--- src/rtl/uart_cmd_pkg.sv ---
// Shared constants for the UART command parser: FSM state encoding,
// opcodes and the default frame header byte.
package uart_cmd_pkg;

    localparam logic [2:0] ST_HUNT = 3'd0;
    localparam logic [2:0] ST_CMD  = 3'd1;
    localparam logic [2:0] ST_DHI  = 3'd2;
    localparam logic [2:0] ST_DLO  = 3'd3;
    localparam logic [2:0] ST_CSUM = 3'd4;

    localparam logic [7:0] OP_SET_X = 8'h01;
    localparam logic [7:0] OP_SET_Y = 8'h02;
    localparam logic [7:0] OP_PWR   = 8'h03;
    localparam logic [7:0] OP_RESET = 8'h04;

    localparam logic [7:0] DEFAULT_HEADER = 8'hA5;

endpackage

--- src/rtl/uart_cmd_parser_if.sv ---
// Byte-stream input and servo/power command outputs of the UART command parser.
// master = byte source and register consumer, slave = the parser itself.
interface uart_cmd_parser_if;

    logic [7:0]  rx_data;
    logic        rx_en;
    logic [15:0] servo_x;
    logic [15:0] servo_y;
    logic        power_en;
    logic        cmd_valid;
    logic [7:0]  cmd_code;
    logic [7:0]  err_cnt;

    modport master (
        output rx_data, rx_en,
        input  servo_x, servo_y, power_en, cmd_valid, cmd_code, err_cnt
    );

    modport slave (
        input  rx_data, rx_en,
        output servo_x, servo_y, power_en, cmd_valid, cmd_code, err_cnt
    );

endinterface

--- src/rtl/uart_cmd_timeout.sv ---
// Inter-byte gap counter: counts idle cycles while run_i is high, clears on
// clear_i, and flags expire_o on the cycle the count reaches TIMEOUT_CYCLES.
module uart_cmd_timeout #(
    parameter logic [23:0] TIMEOUT_CYCLES = 24'd120000
) (
    input  logic clk,
    input  logic reset,
    input  logic clear_i,
    input  logic run_i,
    output logic expire_o
);

    logic [23:0] cnt_q, cnt_d;
    logic [24:0] cnt_inc;
    logic        limit_hit;

    // NOTE: every combinationally assigned signal gets a default first so no latch is inferred.
    always_comb begin
        cnt_inc   = {1'b0, cnt_q} + 25'd1;
        limit_hit = (cnt_inc >= {1'b0, TIMEOUT_CYCLES});
        cnt_d     = cnt_q;
        if (clear_i || !run_i) begin
            cnt_d = '0;
        end else if (limit_hit) begin
            cnt_d = TIMEOUT_CYCLES;
        end else begin
            cnt_d = cnt_inc[23:0];
        end
    end

    // A byte arriving on the limit cycle wins over the abort.
    assign expire_o = run_i && !clear_i && limit_hit;

    // NOTE: state registers use non-blocking assignments so all flops update together.
    always_ff @(posedge clk) begin
        if (reset) begin
            cnt_q <= '0;
        end else begin
            cnt_q <= cnt_d;
        end
    end

endmodule

--- src/rtl/uart_cmd_parser.sv ---
// Decodes 5-byte frames (HEADER, CMD, D_HI, D_LO, CSUM) into servo/power registers.
// Define UART_CMD_TIMEOUT_EN to compile in the inter-byte timeout abort path.
module uart_cmd_parser
    import uart_cmd_pkg::*;
#(
    parameter logic [7:0]  HEADER         = DEFAULT_HEADER,
    parameter logic [15:0] SERVO_INIT     = 16'd1500,
    parameter logic [15:0] SERVO_MIN      = 16'd500,
    parameter logic [15:0] SERVO_MAX      = 16'd2500,
    parameter logic [23:0] TIMEOUT_CYCLES = 24'd120000
) (
    input logic              clk,
    input logic              reset,
    uart_cmd_parser_if.slave bus
);

    logic [2:0]  state_q, state_d;
    logic [7:0]  cmd_q, cmd_d;
    logic [7:0]  dhi_q, dhi_d;
    logic [7:0]  dlo_q, dlo_d;
    logic [15:0] servo_x_q, servo_x_d;
    logic [15:0] servo_y_q, servo_y_d;
    logic        power_en_q, power_en_d;
    logic        cmd_valid_q, cmd_valid_d;
    logic [7:0]  cmd_code_q, cmd_code_d;
    logic [7:0]  err_cnt_q, err_cnt_d;

    logic [15:0] data_word;
    logic [15:0] data_clamped;
    logic [7:0]  csum_calc;
    logic        err_inc;
    logic        timeout_expire;

`ifdef UART_CMD_TIMEOUT_EN
    uart_cmd_timeout #(
        .TIMEOUT_CYCLES(TIMEOUT_CYCLES)
    ) u_timeout (
        .clk     (clk),
        .reset   (reset),
        .clear_i (bus.rx_en),
        .run_i   (state_q != ST_HUNT),
        .expire_o(timeout_expire)
    );
`else
    logic unused_timeout_cycles;
    assign unused_timeout_cycles = ^TIMEOUT_CYCLES;
    assign timeout_expire        = 1'b0;
`endif

    assign data_word = {dhi_q, dlo_q};
    assign csum_calc = cmd_q + dhi_q + dlo_q;

    always_comb begin
        if (data_word < SERVO_MIN) begin
            data_clamped = SERVO_MIN;
        end else if (data_word > SERVO_MAX) begin
            data_clamped = SERVO_MAX;
        end else begin
            data_clamped = data_word;
        end
    end

    always_comb begin
        state_d     = state_q;
        cmd_d       = cmd_q;
        dhi_d       = dhi_q;
        dlo_d       = dlo_q;
        servo_x_d   = servo_x_q;
        servo_y_d   = servo_y_q;
        power_en_d  = power_en_q;
        cmd_valid_d = 1'b0;
        cmd_code_d  = cmd_code_q;
        err_inc     = 1'b0;

        if (bus.rx_en) begin
            case (state_q)
                ST_HUNT: if (bus.rx_data == HEADER) state_d = ST_CMD;
                ST_CMD: begin
                    cmd_d   = bus.rx_data;
                    state_d = ST_DHI;
                end
                ST_DHI: begin
                    dhi_d   = bus.rx_data;
                    state_d = ST_DLO;
                end
                ST_DLO: begin
                    dlo_d   = bus.rx_data;
                    state_d = ST_CSUM;
                end
                ST_CSUM: begin
                    state_d = ST_HUNT;
                    if (bus.rx_data != csum_calc) begin
                        err_inc = 1'b1;
                    end else begin
                        cmd_valid_d = 1'b1;
                        cmd_code_d  = cmd_q;
                        case (cmd_q)
                            OP_SET_X: servo_x_d  = data_clamped;
                            OP_SET_Y: servo_y_d  = data_clamped;
                            OP_PWR:   power_en_d = dlo_q[0];
                            OP_RESET: begin
                                servo_x_d  = SERVO_INIT;
                                servo_y_d  = SERVO_INIT;
                                power_en_d = 1'b0;
                            end
                            default: begin
                                cmd_valid_d = 1'b0;
                                cmd_code_d  = cmd_code_q;
                                err_inc     = 1'b1;
                            end
                        endcase
                    end
                end
                default: state_d = ST_HUNT;
            endcase
        end else if (timeout_expire) begin
            state_d = ST_HUNT;
            err_inc = 1'b1;
        end

        err_cnt_d = (err_inc && (err_cnt_q != 8'hFF)) ? err_cnt_q + 8'd1 : err_cnt_q;
    end

    always_ff @(posedge clk) begin
        if (reset) begin
            state_q     <= ST_HUNT;
            cmd_q       <= '0;
            dhi_q       <= '0;
            dlo_q       <= '0;
            servo_x_q   <= SERVO_INIT;
            servo_y_q   <= SERVO_INIT;
            power_en_q  <= 1'b0;
            cmd_valid_q <= 1'b0;
            cmd_code_q  <= '0;
            err_cnt_q   <= '0;
        end else begin
            state_q     <= state_d;
            cmd_q       <= cmd_d;
            dhi_q       <= dhi_d;
            dlo_q       <= dlo_d;
            servo_x_q   <= servo_x_d;
            servo_y_q   <= servo_y_d;
            power_en_q  <= power_en_d;
            cmd_valid_q <= cmd_valid_d;
            cmd_code_q  <= cmd_code_d;
            err_cnt_q   <= err_cnt_d;
        end
    end

    assign bus.servo_x   = servo_x_q;
    assign bus.servo_y   = servo_y_q;
    assign bus.power_en  = power_en_q;
    assign bus.cmd_valid = cmd_valid_q;
    assign bus.cmd_code  = cmd_code_q;
    assign bus.err_cnt   = err_cnt_q;

endmodule

--- src/flat_wrapper.sv ---
// flat-port wrapper written by rule: the top's interface ports become plain ports
module uart_cmd_parser_flat import uart_cmd_pkg::*;
#(
    parameter logic [7:0]  HEADER         = DEFAULT_HEADER,
    parameter logic [15:0] SERVO_INIT     = 16'd1500,
    parameter logic [15:0] SERVO_MIN      = 16'd500,
    parameter logic [15:0] SERVO_MAX      = 16'd2500,
    parameter logic [23:0] TIMEOUT_CYCLES = 24'd120000
)
  (clk, reset, bus_rx_data, bus_rx_en, bus_servo_x, bus_servo_y, bus_power_en, bus_cmd_valid, bus_cmd_code, bus_err_cnt);
  uart_cmd_parser_if bus_i ();
  input logic clk;
  input logic reset;
  input wire logic [$bits(bus_i.rx_data)-1:0] bus_rx_data;
  input wire logic [$bits(bus_i.rx_en)-1:0] bus_rx_en;
  output wire logic [$bits(bus_i.servo_x)-1:0] bus_servo_x;
  output wire logic [$bits(bus_i.servo_y)-1:0] bus_servo_y;
  output wire logic [$bits(bus_i.power_en)-1:0] bus_power_en;
  output wire logic [$bits(bus_i.cmd_valid)-1:0] bus_cmd_valid;
  output wire logic [$bits(bus_i.cmd_code)-1:0] bus_cmd_code;
  output wire logic [$bits(bus_i.err_cnt)-1:0] bus_err_cnt;
  assign bus_i.rx_data = bus_rx_data;
  assign bus_i.rx_en = bus_rx_en;
  assign bus_servo_x = bus_i.servo_x;
  assign bus_servo_y = bus_i.servo_y;
  assign bus_power_en = bus_i.power_en;
  assign bus_cmd_valid = bus_i.cmd_valid;
  assign bus_cmd_code = bus_i.cmd_code;
  assign bus_err_cnt = bus_i.err_cnt;
  uart_cmd_parser #(.HEADER(HEADER), .SERVO_INIT(SERVO_INIT), .SERVO_MIN(SERVO_MIN), .SERVO_MAX(SERVO_MAX), .TIMEOUT_CYCLES(TIMEOUT_CYCLES)) u_core (.clk(clk), .reset(reset), .bus(bus_i));
endmodule
--- config.mk ---
export PLATFORM = sky130hd
export DESIGN_NAME = uart_cmd_parser_flat
export DESIGN_NICKNAME = d
export VERILOG_FILES = /design/src/rtl/uart_cmd_pkg.sv /design/src/rtl/uart_cmd_parser_if.sv /design/src/rtl/uart_cmd_timeout.sv /design/src/rtl/uart_cmd_parser.sv /design/src/flat_wrapper.sv
export SDC_FILE = /design/constraint.sdc
export NUM_CORES = 1
export LEC_CHECK = 0
export ABC_AREA = 1
export CORE_MARGIN = 2
export CORE_UTILIZATION = 50
export CTS_CLUSTER_DIAMETER = 80
export DETAILED_ROUTE_END_ITERATION = 7
export DONT_BUFFER_PORTS = 1
export MAX_ROUTING_LAYER = met4
export PLACE_DENSITY = 0.64
export RECOVER_POWER = 50
export SLEW_MARGIN = 20
export SYNTH_ARGS = -nofsm -noshare
export SYNTH_HDL_FRONTEND = slang
export SYNTH_SLANG_ARGS = --single-unit
--- constraint.sdc ---
create_clock -name clk -period 4 [get_ports clk]
set_input_delay 0.8 -clock clk [delete_from_list [all_inputs] [get_ports clk]]
set_output_delay 0.8 -clock clk [all_outputs]
set_load 0.005 [all_outputs]
==> impl_results.md <==
* WS Path Type: flip-flop to flip-flop
* Mapped Nets at 569
* First DRT Iteration DRCs at 167
* Worst setup margin at 0.6459 ns
* Die ar. at 8423 µm²
* RSZ-0062 raised after global routing: no
* Drt total wl at 9084 µm
* Fmax at 298.1 MHz
* Place WS at 0.6904 ns
* Ys flop type: dfxtp_1
* Syn Inst Count at 543
* Number of global-route vias before repair at 3144
* Syn. warnings at 0
* # diodes at 0
* Count of pins over their slew limit at 0
* Via density at 5.112
* Fillers at 794
* First-pass GRT wire length at 15150 µm
* CP top delay family: simple AND/OR/NAND/NOR gates
* Largest net degree at the start of global routing at 46
* Final Instance Area at 4095 µm²
* Final-report hold violation count at 0
* Most frequent cell after synthesis: nand2_1
* Final count of negative-setup-slack endpoints at 0
* Area grow syn2layout at 6.301%
* Cts hold-fix bufs at 0
* GR Overflow Total at 0
* Placed wire-length estimate at 6809 µm
* Avg Cell Area, Syn at 7.095 µm²
* Max transition margin at 18.53%
* Placer Congestion at 0.9508
* Commonest cells post-synth: 126 x nand2_1, 79 x nor2_1, 77 x dfxtp_1
* FF-to-FF setup slack at 0.65 ns
* Reg clk slew, reported paths at 0.08 ns
* Antenna viol nets, final at 0
* Outcome: complete, no violations
* Post-CTS setup buffers at 0
* # Max-Cap Violations at 0
* Io pins at 61
* Final period utilization at 83.85%
* Most Frequent Cell on Critical Path: nand2_1
* Sum Neg Setup Slack at 0 ns
* Clock Latency Late Sink at 0.35 ns
* Crit path capture type: flip-flop
* Layout Skew at 0.007508 ns
* GRT Total Usage at 23.11%
* Die Ht at 91.78 µm
* CP max stage cell: nand3_1
* CP bufs+invs at 4
* Most area-hungry cell type in the Yosys netlist: dfxtp_1
* Chip width at 91.78 µm
* Core ar. at 7607 µm²
* Leak at 0.001972 µW
* Final core utilization at 53.83%
* Fin nets at 563
* Worst-path maximum fanout at 15
* Synth area leaders: dfxtp_1 40%, nand2_1 12%, nor2_1 7.7%
* Clock buffer depth at 2
* Worst setup SP type: flip-flop
* Synth Register Bits at 77
* Critical Path RT at 4.19 ns
* Worst-Margin Slew at 1.221 ns
* H-tree depth at 3
* Initial antenna violation count at 0
* CTS tree: built
* Hold WC Path Type: flip-flop to flip-flop
* Wire length per cell at 14.11 µm
* Post-cts gate resize count at 0
* Area after DPL at 3890 µm²
* Final Critical Period at 3.354 ns
* Number of synthesized flops with an enable pin at 0
* Syn Std Cell Area at 3852 µm²
* Async SR Flop Fraction at 0%
* Crit path DAT at 3.55 ns
* First-pass DRT Iterations at 4
* Drc violations at 0
* Clock Sinks at 77
* Worst vdd ir at 0.0002185 V
* CP cell instances: inv_1, fa_1, inv_1, ha_1, fa_1, inv_1, nand2_1, nand2_1, nand2_1, nor2_1, nand3_2, nor2_4, inv_2, nor2_4, nand3_1, nand2_1, nand3_1
* Clock root cell: clkbuf_8
* # rows at 32
* Sequential area share after synthesis at 40.01%
* IO buf count at 0
* Initial core utilization at 50.64%
* Layout cells sized above 1 at 7.011%
* Synth top area share at 40.01%
* Worst path max stage delay at 0.47 ns
* Netlist cell types at 30
* TritonCTS Buffers at 9
* Via count at 3292
* Power Dens Cells at 348.7 nW/µm²
==> per-stage QoR <==
step           total power, µW  hold slack (ns)  instances
2_1_floorplan            824.3           0.4411        543
3_3_place_gp             831.8           0.4510        628
3_5_place_dp             832.5           0.4554        628
4_1_cts                   1446           0.4667        644
5_1_grt                   1475           0.4869        644
6_report                  1428           0.4640        644
==> layer usage <==
metal	GRT usage, %	vias up	share of wire, %
li1	-	1709	-
met1	29.37	1482	45
met2	37.01	86	48
met3	4.191	15	5.3
met4	8.582	0	1.7
met5	-	-	0
==> tightest hold or removal path, delay by kind of cell, from the launching register on <==
kind	cells	cell delay (ns)
and+or+nand+nor	2	0.10
DFF	1	0.32
==> power breakdown <==
group	internal, µW	switching [µW]
registers	767	1.45
clock network	325	289
logic	12.3	33.3
total	1100	324
==> cells in the final DEF, fill, tap and decap left out, drive strengths merged, types with 7 or more instances in the layout <==
| master | n |
|---|---|
| nand2 | 132 |
| nor3 | 7 |
| inv | 64 |
| nand4 | 10 |
| a21oi | 32 |
| nand3 | 58 |
| nor2 | 85 |
| dfxtp | 77 |
| ha | 7 |
| clkbuf | 13 |
| fa | 8 |
| o21ai | 28 |
==> worst paths after layout <==
kind,from,end,depth (start not counted)
worst max-delay path,u_core.cmd_q[0],u_core.bus.servo_x[10],17
worst min-delay path,u_core.bus.servo_x[14],u_core.bus.servo_x[14],2
worst max register to register,u_core.cmd_q[0],u_core.bus.servo_x[10],17
worst min register to register,u_core.bus.servo_x[14],u_core.bus.servo_x[14],2
==> state kept, by name, indices dropped and copies added, names as in the netlist <==
| signal | cells |
|---|---|
| u_core.state_q | 3 |
| u_core.bus.power_en | 1 |
| u_core.bus.cmd_code | 8 |
| u_core.dhi_q | 8 |
| u_core.bus.servo_y | 16 |
| u_core.bus.servo_x | 16 |
| u_core.bus.err_cnt | 8 |
| u_core.dlo_q | 8 |
| u_core.cmd_q | 8 |
| u_core.bus.cmd_valid | 1 |
==> cells by family after synthesis <==
logic type / count (synthesis) / synth area share (%)
xor+xnor: 10 / 2.273
fa+ha+maj: 15 / 6.430
buf+inv: 83 / 8.866
compound gates: 62 / 8.119
simple gates: 296 / 34.30
flops: 77 / 40.01
==> final cells by class <==
cell class / instances / area, µm² / area share (%)
flip-flops and latches: 77 / 1541 / 37.64
clock buffers: 12 / 155.1 / 3.789
repair buffers: 1 / 3.754 / 0.09166
clock inverters: 4 / 53.80 / 1.314
well taps: 102 / 127.6 / 3.116
multi-input cells: 383 / 1969 / 48.09
inverters: 65 / 244.0 / 5.958
Power figures use the tool's default switching activity.
